File: src/rtl/disp_frame_sched.sv
// Frame scheduler: re-arms capture, then grants the waveform and text
// renderers in turn while holding a minimum frame period.
module disp_frame_sched #(
    parameter int unsigned FRAME_MIN_CYC = 1666666,
    parameter int unsigned TEXT_DIV      = 8,
    parameter int unsigned TIMEOUT_CYC   = 10000000
) (
    input  logic        clk,
    input  logic        rst_n,
    input  logic        acq_ready,
    input  logic        stop,
    input  logic        pause,
    input  logic        cfg_change,
    input  logic        display_done,
    input  logic        text_done,
    output logic        acq_rearm,
    output logic        display_en,
    output logic        text_en,
    output logic        busy,
    output logic [15:0] frame_cnt,
    output logic        timeout_err
);

    typedef enum logic [2:0] {
        ARM, WAIT_ACQ, WAVE, TEXT, HOLD
    } state_t;

    localparam int unsigned TW = $clog2(TEXT_DIV + 1);
    localparam logic [23:0] FRAME_MIN = 24'(FRAME_MIN_CYC);
    localparam logic [23:0] GRANT_LIM =
        (TIMEOUT_CYC == 0) ? 24'd0 : 24'(TIMEOUT_CYC - 1);
    localparam logic [TW-1:0] TEXT_LIM = TW'(TEXT_DIV - 1);

    state_t        state;
    state_t        state_n;
    logic          cfg_pend;
    logic [TW-1:0] text_div_cnt;
    logic [23:0]   period_cnt;
    logic [23:0]   grant_cnt;

    logic wave_done;
    logic text_fin;
    logic grant_to;
    logic text_due;
    logic period_ok;

    logic rearm_d;
    logic de_d;
    logic te_d;
    logic busy_d;
    logic wave_entry;
    logic text_entry;
    logic to_set;

    assign wave_done = (state == WAVE) && display_done;
    assign text_fin  = (state == TEXT) && text_done;
    // Grant closes on the edge where grant_cnt would reach the limit
    assign grant_to  = grant_cnt >= GRANT_LIM;
    assign text_due  = (text_div_cnt >= TEXT_LIM) || cfg_pend;
    assign period_ok = period_cnt >= FRAME_MIN;

    always_ff @(posedge clk or negedge rst_n) begin
        if (!rst_n) begin
            state       <= ARM;
            acq_rearm   <= 1'b0;
            display_en  <= 1'b0;
            text_en     <= 1'b0;
            busy        <= 1'b0;
        end else begin
            state       <= state_n;
            acq_rearm   <= rearm_d;
            display_en  <= de_d;
            text_en     <= te_d;
            busy        <= busy_d;
        end
    end

    always_comb begin
        state_n = state;
        unique case (state)
            ARM: state_n = WAIT_ACQ;
            WAIT_ACQ: begin
                if (stop || pause)
                    state_n = HOLD;
                else if (acq_ready)
                    state_n = WAVE;
            end
            WAVE: begin
                if (wave_done)
                    state_n = text_due ? TEXT : HOLD;
                else if (grant_to)
                    state_n = HOLD;
            end
            TEXT: begin
                if (text_fin || grant_to)
                    state_n = HOLD;
            end
            HOLD: begin
                if (period_ok) begin
                    unique case (1'b1)
                        (!stop && !pause):    state_n = ARM;
                        (stop && cfg_pend):   state_n = WAVE;
                        (pause && cfg_pend):  state_n = TEXT;
                        default:              state_n = HOLD;
                    endcase
                end
            end
            default: state_n = ARM;
        endcase
    end

    always_comb begin
        rearm_d    = (state == ARM);
        de_d       = (state_n == WAVE);
        te_d       = (state_n == TEXT);
        busy_d     = de_d || te_d;
        wave_entry = (state_n == WAVE) && (state != WAVE);
        text_entry = (state_n == TEXT) && (state != TEXT);
        to_set     = grant_to &&
                     (((state == WAVE) && !display_done) ||
                      ((state == TEXT) && !text_done));
    end

    always_ff @(posedge clk or negedge rst_n) begin
        if (!rst_n) begin
            frame_cnt    <= 16'd0;
            timeout_err  <= 1'b0;
            cfg_pend     <= 1'b0;
            text_div_cnt <= '0;
            period_cnt   <= 24'd0;
            grant_cnt    <= 24'd0;
        end else begin
            if (wave_done)
                frame_cnt <= frame_cnt + 16'd1;
            if (to_set)
                timeout_err <= 1'b1;
            // A change landing on TEXT entry stays pending for a later refresh
            if (cfg_change)
                cfg_pend <= 1'b1;
            else if (text_entry)
                cfg_pend <= 1'b0;
            if (text_entry)
                text_div_cnt <= '0;
            else if (wave_done)
                text_div_cnt <= text_div_cnt + TW'(1);
            if (wave_entry)
                period_cnt <= 24'd0;
            else if (!period_ok)
                period_cnt <= period_cnt + 24'd1;
            if (wave_entry || text_entry)
                grant_cnt <= 24'd0;
            else if (((state == WAVE) || (state == TEXT)) && !grant_to)
                grant_cnt <= grant_cnt + 24'd1;
        end
    end

endmodule

File: config.mk
export PLATFORM = sky130hd
export DESIGN_NAME = disp_frame_sched
export DESIGN_NICKNAME = d
export VERILOG_FILES = /design/src/rtl/disp_frame_sched.sv
export SDC_FILE = /design/constraint.sdc
export NUM_CORES = 1
export LEC_CHECK = 0
export CORE_MARGIN = 2
export CORE_UTILIZATION = 50
export DETAILED_ROUTE_END_ITERATION = 6
export GPL_TIMING_DRIVEN = 0
export PLACE_DENSITY = 0.69
export SYNTH_ARGS = -nofsm -noshare
export SYNTH_HDL_FRONTEND = slang
export SYNTH_SLANG_ARGS = --single-unit
File: constraint.sdc
create_clock -name clk -period 1.8 [get_ports clk]
set_input_delay 0.36 -clock clk [delete_from_list [all_inputs] [get_ports clk]]
set_output_delay 0.36 -clock clk [all_outputs]
set_load 0.05 [all_outputs]
### Word level (Yosys, flattened, before mapping)

Cells that the tools add are included.

| storage, ports and cells | value |
|---|---|
| flip-flop bits (word level) | 77 |
| output and inout port bits | 21 |
| word-level logic and storage cells | 71 |

| operators by class | value |
|---|---|
| add/sub/neg operators | 4 |
| order comparisons | 3 |
| equality and inequality tests | 9 |
| muxes and demuxes | 17 |
| reductions and logical operators | 27 |

Operators with widths:

| kind | count |
|---|---|
| $mux W24 | 4 |
| $add A24 B1 Y24 const B | 2 |
| $ge A24 B21 Y1 const B | 1 |
| $ge A24 B24 Y1 const B | 1 |
| $mux W3 | 7 |
| $add A16 B1 Y16 const B | 1 |
| $pmux W3 S5 | 1 |
| $eq A3 B2 Y1 const B | 4 |
| $logic_and A1 B1 Y1 | 11 |
| $pmux W3 S3 | 1 |
| $mux W4 | 2 |
| $logic_or A1 B1 Y1 | 7 |
| $ne A3 B2 Y1 const B | 2 |
| $reduce_bool A2 Y1 | 3 |
| $logic_not A1 Y1 | 5 |
| $add A4 B1 Y4 const B | 1 |
| $ge A4 B3 Y1 const B | 1 |
| $eq A3 B1 Y1 const B | 1 |
| $eq A3 B3 Y1 const B | 1 |
| $logic_not A3 Y1 | 1 |
| $mux W1 | 2 |
| $ne A2 B1 Y1 const B | 1 |

### Longest topological paths before layout

Gate-level depths: netlist of the first run.

| logic depth | value |
|---|---|
| depth in word-level cells | 9 |
| depth in mapped cells | 11 |

### Worst setup path after synthesis of the first run

Ideal clock, no wire load.

| timing path | value |
|---|---|
| path kind | register -> register |
| from | reg grant_cnt[0] |
| to | reg grant_cnt[23] |
| setup time | 0.078 ns |
| arrival | 1.886 ns |
| data required time | 1.722 ns |
| path slack | -0.164 ns |
| stages on the path, launching flop included | 10 |
| clock period less this slack | 1.964 ns |
| cells stage by stage | dfrtp_1 ha_1 nand2_1 nor2_1 o2111ai_2 buf_4 nand4_4 buf_6 or4_1 a21oi_1 |

| between the ends | value |
|---|---|
| longest elaborated chain between the ends | 8 |
| elaborated cells between the ends (all ways) | 17 |
| those cells by class | add/sub: 1; order compare: 1; eq/ne: 2; mux: 6; reduce/logical: 7 |

Ends and longest elaborated chain:

| what | RTL line | source |
|---|---|---|
| start, declared | 39 | `logic [23:0] grant_cnt;` |
| start signal, assigned | 153 | `grant_cnt <= grant_cnt + 24'd1;` |
| $ge A24 B24 Y1 | 58 | `assign grant_to = grant_cnt >= GRANT_LIM;` |
| $mux W3 or $logic_or A1 B1 Y1 (tied branches) | 91, 95 |  |
| $mux W3 (on tied branches) | 89, 95 |  |
| $pmux W3 S5 | 80 | `unique case (state)` |
| $eq A3 B2 Y1 (on tied branches) | 117, 118 |  |
| $logic_and A1 B1 Y1 (on tied branches) | 117, 118 |  |
| $logic_or A1 B1 Y1 | 150 | `if (wave_entry \|\| text_entry)` |
| $mux W24 or $reduce_bool A2 Y1 (tied branches) | - |  |

Several ways; a longest one is shown, not always the timed one. The select of a mux whose other input is x is not followed.
A chain may end at the register's enable or synchronous reset.

### Final worst setup path of the first run

| timing path | value |
|---|---|
| from | reg period_cnt[8] |
| to | reg period_cnt[10] |

| between the ends | value |
|---|---|
| longest elaborated chain between the ends | 6 |
| elaborated cells between the ends (all ways) | 9 |
| those cells by class | add/sub: 1; order compare: 1; eq/ne: 2; mux: 4; reduce/logical: 1 |

Ends and longest elaborated chain:

| what | RTL line | source |
|---|---|---|
| start, declared | 38 | `logic [23:0] period_cnt;` |
| start signal, assigned | 149 | `period_cnt <= period_cnt + 24'd1;` |
| $ge A24 B21 Y1 | 60 | `assign period_ok = period_cnt >= FRAME_MIN;` |
| $mux W3 | 99 | `if (period_ok) begin` |
| $pmux W3 S5 | 80 |  |
| $eq A3 B2 Y1 | 117 | `wave_entry = (state_n == WAVE) && (state != WAVE);` |
| $logic_and A1 B1 Y1 | 117 |  |
| $ne A2 B1 Y1 (no source line) or $mux W24 (tied branches) | - |  |

Several ways; a longest one is shown, not always the timed one. The select of a mux whose other input is x is not followed.

==> results.yml, run 1 <==
run_status:
  status: "finished, violations left"
  violations: "negative setup slack"
power:
  total_power_w: 0.00744
  ir_drop_mv: 0.635
  leakage_nw: 2.46
  powerDensity_nw_per_um2: 1260
timing:
  worstMarginPinSlew_ns: 0.610
  slew_violations: 0
  fin_crit_ns: 2.10
  setup_viol: 64
  hold_viol: 0
  setup_ws_ns: -0.298
  max_freq_ghz: 0.477
  rsz0062_at_grt: "true"
  fin_skew_ns: 0.00982
  max_slew_margin_pct: 59.2
  post-route-period-util_pct: 117
route:
  num_vias: 3810
  drt_iter0_drc: 205
  via_per_inst: 5.95
  route.detailed.drc: 0
  postRouteAntennaNets: 0
  wl_per_cell_um: 17.5
  dr.pass1.iters: 5
  routed_wirelength_um: 11200
global_route:
  grt_start_max_net_pins: 44
  use_met1_pct: 35.1
  grt_overflow_total: 0
  top_usage_layer: "met2"
  grt_first_pass_wirelength_um: 18000
  track_usage_pct: 25.5
  grt_util_met2_pct: 40.9
  grt_pass1_vias: 3699
  antenna_found_initial: 0
  met3_usage_pct: 3.64
floorplanning:
  std_cell_rows: 33
  die_h_um: 95.6
  die-area_um2: 9150
  start_util_pct: 51.4
  die_x_um: 95.6
  io_pins: 29
  core-area_um2: 8180
setup_path:
  start_kind: "flop"
  required_ns: 2.00
  regToRegSetupSlack_ns: -0.30
  worstPathArrival_ns: 2.30
  timing.rr.start: "period_cnt[8]$_DFFE_PN0P_"
  critPathMaxFanout: 8
  critPathKind: "reg2reg"
  end_kind: "flop"
  r2r_cells: 7
  crit_start: "period_cnt[8]$_DFFE_PN0P_"
  timing.rr.end: "period_cnt[10]$_DFFE_PN0P_"
synth:
  postSynthAreaPerCell_um2: 9.68
  synth_cells: 434
  synth-main-ff-cell: "dfrtp_1"
  syn_nets: 447
  ys_ff_latch: 77
  synthTopCellsByArea: "dfrtp_1, xor2_1, a31oi_1"
  synth-warning-count: 0
  yosys.area.top_type: "dfrtp_1"
  ys_seq_area_share_pct: 45.9
  synth_top_area_share_pct: 45.9
  synthArstFlopShare_pct: 100
  synth_edf_count: 0
  ys_types: 56
  netlist_area_um2: 4200
clock_tree:
  ctsHtreeMaxLevel: 3
  worstSkewPairLatency_ns: 0.35
  root_buffer: "clkbuf_8"
  numCtsBuffers: 9
  cts_sinks: 77
  clock_tree.buffer_depth: 2
  cts_tree: "yes"
  clkTransAtPathRegs_ns: 0.08
placed_design:
  io_buffers: 28
  hpwl_um: 6540
  dpl_cell_area_um2: 4700
  place_congestion: 0.849
cells_and_area:
  drive_gt1_share_pct: 35.5
  nNetsFinal: 543
  areaGrowthSynthToFinish_pct: 40.4
  fin_area_um2: 5900
  n_fill_cell: 558
  num_antenna_cells: 0
hold_path:
  hold_start: "frame_cnt[15]$_DFFE_PN0P_"
  holdPathStages: 1
  hp-class: "reg2reg"
  hold_end: "frame_cnt[15]$_DFFE_PN0P_"
flow_run:
  maxCapViolCount: 0
cell families (layout without fill, tap and decap cells):
| kind of cell | count (synthesis) | in the layout | share of synthesized area, % |
|---|---|---|---|
| compound gates | 91 | 91 | 13.8 |
| xor+xnor | 44 | 44 | 9.18 |
| buf+inv | 35 | 136 | 4.86 |
| simple gates | 179 | 179 | 24.1 |
| flops | 77 | 77 | 45.9 |
| fa+ha+maj | 5 | 5 | 1.49 |
| mux | 3 | 3 | 0.745 |
metal layers:
layer | routed length [um] | up-vias
met5 | 0 | -
met4 | 167 | 0
met3 | 466 | 12
met2 | 5590 | 112
met1 | 5000 | 1895
li1 | - | 1791
how the worst max path moves through the flow:
stage	to	slack, ns	cells after the start
5_1_grt	period_cnt[10]$_DFFE_PN0P_	-0.39	8
6_report	period_cnt[10]$_DFFE_PN0P_	-0.30	7
4_1_cts	period_cnt[12]$_DFFE_PN0P_	-0.26	8
3_3_place_gp	period_cnt[21]$_DFFE_PN0P_	-2.37	1
3_5_place_dp	frame_cnt[15]$_DFFE_PN0P_	-0.73	8
2_1_floorplan	period_cnt[8]$_DFFE_PN0P_	-0.09	9
critical path, cell delays in order (launching register included):
cell	delay (ns)
dfrtp_1	0.47
nor4_2	0.37
and4_1	0.26
buf_6	0.15
o21ai_4	0.09
o21ai_4	0.29
buf_2	0.23
a31oi_1	0.09
cells in the mapped netlist, drive strengths merged (13+ instances only):
| library cell | instances |
|---|---|
| o21ai | 18 |
| xor2 | 24 |
| a31oi | 31 |
| dfrtp | 77 |
| xnor2 | 20 |
| nor4 | 14 |
| a21oi | 25 |
| nor2 | 31 |
| buf | 19 |
| nand3 | 20 |
| nand2 | 30 |
| nand4 | 22 |
| and3 | 13 |
layout by cell type (no fill, tap or decap), types with 11 or more instances in the layout:
cell	Yosys	routed
nand2_1	30	27
buf_6	7	21
xnor2_1	20	20
xor2_1	24	22
dlygate4sd2_1	0	21
nand4_1	21	21
a31oi_1	30	27
nand3_1	19	17
buf_4	2	49
and3_1	13	11
dfrtp_1	77	70
a21oi_2	0	15
nor2_1	30	15
through the flow:
step	instances	worst slack, ns	util (%)	setup TNS, ns	hold WS, ns
final	640	-0.298	72.1	-13.78	0.456
after global routing	640	-0.390	72.1	-19.97	0.481
after CTS	624	-0.257	67.1	-11.56	0.465
after detailed placement	568	-0.728	57.5	-36.38	0.349
after global placement	567	-2.37	57.3	-213.66	0.459
after floorplan	434	-0.0913	-	-2.55	0.0644
state kept, by name, summed over array words and instances, names as in the netlist:
signal,count
acq_rearm,1
frame_cnt,16
timeout_err,1
state,3
period_cnt,24
grant_cnt,24
busy,1
cfg_pend,1
text_en,1
text_div_cnt,4
display_en,1
cell type report:
type / count / area (um2) / area share (%)
plain buffers: 25 / 230 / 3.90
clock buffers: 12 / 135 / 2.29
clock inverters: 4 / 72.6 / 1.23
inverters: 10 / 42.5 / 0.721
multi-input cells: 322 / 2640 / 44.7
flip-flops and latches: 77 / 1940 / 32.8
well taps: 105 / 131 / 2.23
repair buffers: 85 / 712 / 12.1
what timing repair did:
item	CTS	global route
cloned	6	2
hold endpoints to repair	34	0
buffers inserted	33	16
pin swaps	37	20
gates resized for setup	99	62
hold buffers	1	0
setup endpoints to repair	88	71
power by group:
| part | internal [W] | switching (W) | leakage (nW) |
|---|---|---|---|
| logic | 0.00147 | 0.00190 | 1.33 |
| clock network | 0.000781 | 0.000634 | 0.101 |
| registers | 0.00216 | 0.000493 | 1.03 |
| total | 0.00441 | 0.00303 | 2.46 |
Note: power is estimated with default switching activity, not from simulation.
==> inputs of run 2 (changes only) <==
--- a/config.mk
+++ b/config.mk
@@ -7,6 +7,7 @@
 export LEC_CHECK = 0
 export CORE_MARGIN = 2
 export CORE_UTILIZATION = 50
+export CTS_CLUSTER_DIAMETER = 80
 export DETAILED_ROUTE_END_ITERATION = 6
 export GPL_TIMING_DRIVEN = 0
 export PLACE_DENSITY = 0.69
==> results of run 2 <==
No change in the layout: final DEF, timing and power equal those of run 1.
==> inputs of run 3 (changes only) <==
--- a/config.mk
+++ b/config.mk
@@ -5,12 +5,13 @@
 export SDC_FILE = /design/constraint.sdc
 export NUM_CORES = 1
 export LEC_CHECK = 0
+export CAP_MARGIN = 40
 export CORE_MARGIN = 2
 export CORE_UTILIZATION = 50
 export CTS_CLUSTER_DIAMETER = 80
 export DETAILED_ROUTE_END_ITERATION = 6
 export GPL_TIMING_DRIVEN = 0
-export PLACE_DENSITY = 0.69
+export PLACE_DENSITY_LB_ADDON = 0.1
 export SYNTH_ARGS = -nofsm -noshare
 export SYNTH_HDL_FRONTEND = slang
 export SYNTH_SLANG_ARGS = --single-unit
==> run 3 against run 2 <==
Compared with the run above:
- the flow still finishes with violations (negative setup slack)
- critical path depth is 5 higher
- critical endpoint is now grant_cnt[7]$_DFFE_PN0P_
- highest routed layer unchanged
- via count up 2.8%
- utilization increased by 1.1 points
- sequential power about the same
- clock power is 4% lower
- maximum frequency is 1.6% lower
- largest cell class unchanged
- clock skew is 0.0014 ns higher
==> results.yml, run 3 (same netlist as run 1, synthesis figures left out) <==
placed_design:
  hpwl_um: 6490
  placed_cells: 568
  dpl_cell_area_um2: 4700
  place_congestion: 0.860
  io_buffers: 28
clock_tree:
  clock_tree.buffer_depth: 2
  numCtsBuffers: 9
  worstSkewPairLatency_ns: 0.35
  cts_tree: "yes"
  cts_sinks: 77
  ctsHtreeMaxLevel: 3
  clkTransAtPathRegs_ns: 0.09
  root_buffer: "clkbuf_8"
timing:
  rsz0062_at_grt: "true"
  slew_violations: 0
  max_freq_ghz: 0.469
  fin_crit_ns: 2.13
  fin_setup_tns_ns: -16.05
  fin_hold_ws_ns: 0.470
  setup_viol: 62
  worstMarginPinSlew_ns: 0.503
  hold_viol: 0
  fin_skew_ns: 0.0113
  max_slew_margin_pct: 66.4
  setup_ws_ns: -0.331
  post-route-period-util_pct: 118
floorplanning:
  std_cell_rows: 33
  core-area_um2: 8180
  io_pins: 29
  die_h_um: 95.6
  start_util_pct: 51.4
  die-area_um2: 9150
  die_x_um: 95.6
cells_and_area:
  n_fill_cell: 547
  drive_gt1_share_pct: 36.9
  num_antenna_cells: 0
  final-seq-area_um2: 1940
  multi_input_area_um2: 2580
  final_cell_mix: "dfrtp_1, buf_4, nand2_1"
  final_common_cell: "dfrtp_1"
  fin_area_um2: 5990
  fin_cells: 653
  areaGrowthSynthToFinish_pct: 42.6
  reg_top3: "grant_cnt x24, period_cnt x24, frame_cnt x16"
  nNetsFinal: 556
setup_path:
  crit_path_frequent_cell: "buf_6"
  end_kind: "flop"
  critPathMaxFanout: 8
  required_ns: 2.05
  worstPathArrival_ns: 2.38
  cpPeakStageDelay_ns: 0.41
  crit_path_cell_trace: "inv_1 -> ha_2 -> nor3_4 -> o21ai_2 -> and4_1 -> buf_6 -> o21ai_4 -> buf_6 -> o21bai_4 -> buf_4 -> buf_6 -> a21oi_1"
  start_kind: "flop"
  critPathKind: "reg2reg"
  slowest_stage: "dfrtp_1"
global_route:
  grt_first_pass_wirelength_um: 17200
  grt_overflow_total: 0
  antenna_found_initial: 0
  grt_start_max_net_pins: 43
  grt_pass1_vias: 3543
  track_usage_pct: 24.1
power:
  ir_drop_mv: 0.610
  powerDensity_nw_per_um2: 1270
  leakage_nw: 2.53
  combPwrFrac_pct: 46.9
  clockPowerShare_pct: 18.0
  switching_share_pct: 41.4
  total_power_w: 0.00759
  power.switching_w: 0.00314
  pwr-share-seq_pct: 35.1
  p_int_w: 0.00445
run_status:
  status: "finished, violations left"
  violations: "negative setup slack"
route:
  postRouteAntennaNets: 0
  num_vias: 3916
  routed_wirelength_um: 11800
  drt_iter0_drc: 275
  via_per_inst: 6.00
  dr.pass1.iters: 5
  route.detailed.drc: 0
  wl_per_cell_um: 18.1
flow_run:
  maxCapViolCount: 0
hold_path:
  hp-class: "reg2reg"
==> run 3: changes by cell type in the layout (fill, tap and decap cells not counted), moves of 4 or more <==
| cell | before | now |
|---|---|---|
| nor2_4 | 10 | 6 |
| buf_4 | 49 | 60 |
| a21oi_1 | 6 | 14 |
| a21oi_2 | 15 | 10 |
| nor2_2 | 6 | 11 |
==> run 3: power by group through the flow <==
| stage | combinational (W) | clock, W | sequential [W] |
|---|---|---|---|
| after detailed placement | 0.00222 | 0 | 0.00267 |
| final | 0.00356 | 0.00136 | 0.00267 |
| after global routing | 0.00379 | 0.00145 | 0.00272 |
| after floorplan | 0.00143 | 0 | 0.00280 |
| after global placement | 0.00217 | 0 | 0.00265 |
| after CTS | 0.00274 | 0.00136 | 0.00262 |
==> run 3: worst paths after layout <==
| kind | startpoint | end | slack [ns] | cells past startpoint |
|---|---|---|---|---|
| setup / recovery | period_cnt[0]$_DFFE_PN0P_ | grant_cnt[7]$_DFFE_PN0P_ | -0.33 | 12 |
| min in group asynchronous | rst_n | frame_cnt[5]$_DFFE_PN0P_ | 0.50 | 2 |
| hold reg to reg | frame_cnt[15]$_DFFE_PN0P_ | frame_cnt[15]$_DFFE_PN0P_ | 0.47 | 1 |
| max in group asynchronous | rst_n | period_cnt[2]$_DFFE_PN0P_ | 0.69 | 3 |
| hold / removal | frame_cnt[15]$_DFFE_PN0P_ | frame_cnt[15]$_DFFE_PN0P_ | 0.47 | 1 |
| setup reg to reg | period_cnt[0]$_DFFE_PN0P_ | grant_cnt[7]$_DFFE_PN0P_ | -0.33 | 12 |
==> run 3: what timing repair did <==
| action | in CTS | in global routing |
|---|---|---|
| hold buffers | 1 | 0 |
| gates resized for setup | 73 | 82 |
| buffers inserted | 35 | 27 |
| cloned | 2 | 5 |
| endpoints found under the setup margin | 88 | 67 |
| pin swaps | 18 | 31 |
| hold endpoints to repair | 35 | 0 |
==> run 3: stage by stage <==
step | utilization, % | setup WS, ns
4_1_cts | 65.9 | -0.216
3_5_place_dp | 57.5 | -0.710
6_report | 73.2 | -0.331
5_1_grt | 73.2 | -0.372
3_3_place_gp | 57.3 | -2.38
2_1_floorplan | - | -0.0913
==> run 3: worst max-delay path, delay by kind of cell, from the launching register on <==
kind                     cells  cell delay, ns
buffers and inverters        5            0.62
AND/OR/NAND/NOR              2            0.27
flip-flops                   1            0.41
AO/OA/AOI/OAI                4            0.53
adder cells (fa/ha/maj)      1            0.18
==> run 3: routing by layer <==
| layer | vias to the layer above | global-route usage (%) | part of all wire [%] |
|---|---|---|---|
| met1 | 1958 | 34.3 | 44 |
| met2 | 128 | 38.5 | 50 |
| li1 | 1813 | - | - |
| met3 | 17 | 2.85 | 4.9 |
| met4 | 0 | 7.50 | 1.5 |
| met5 | - | 0 | 0 |
==> run 3: layout make-up <==
cell class | instances | share of cell area, %
repair buffers | 98 | 14.3
multi-input cells | 322 | 43.1
clock buffers | 11 | 2.36
clock inverters | 5 | 1.00
flip-flops and latches | 77 | 32.4
inverters | 10 | 0.710
plain buffers | 25 | 3.95
well taps | 105 | 2.19
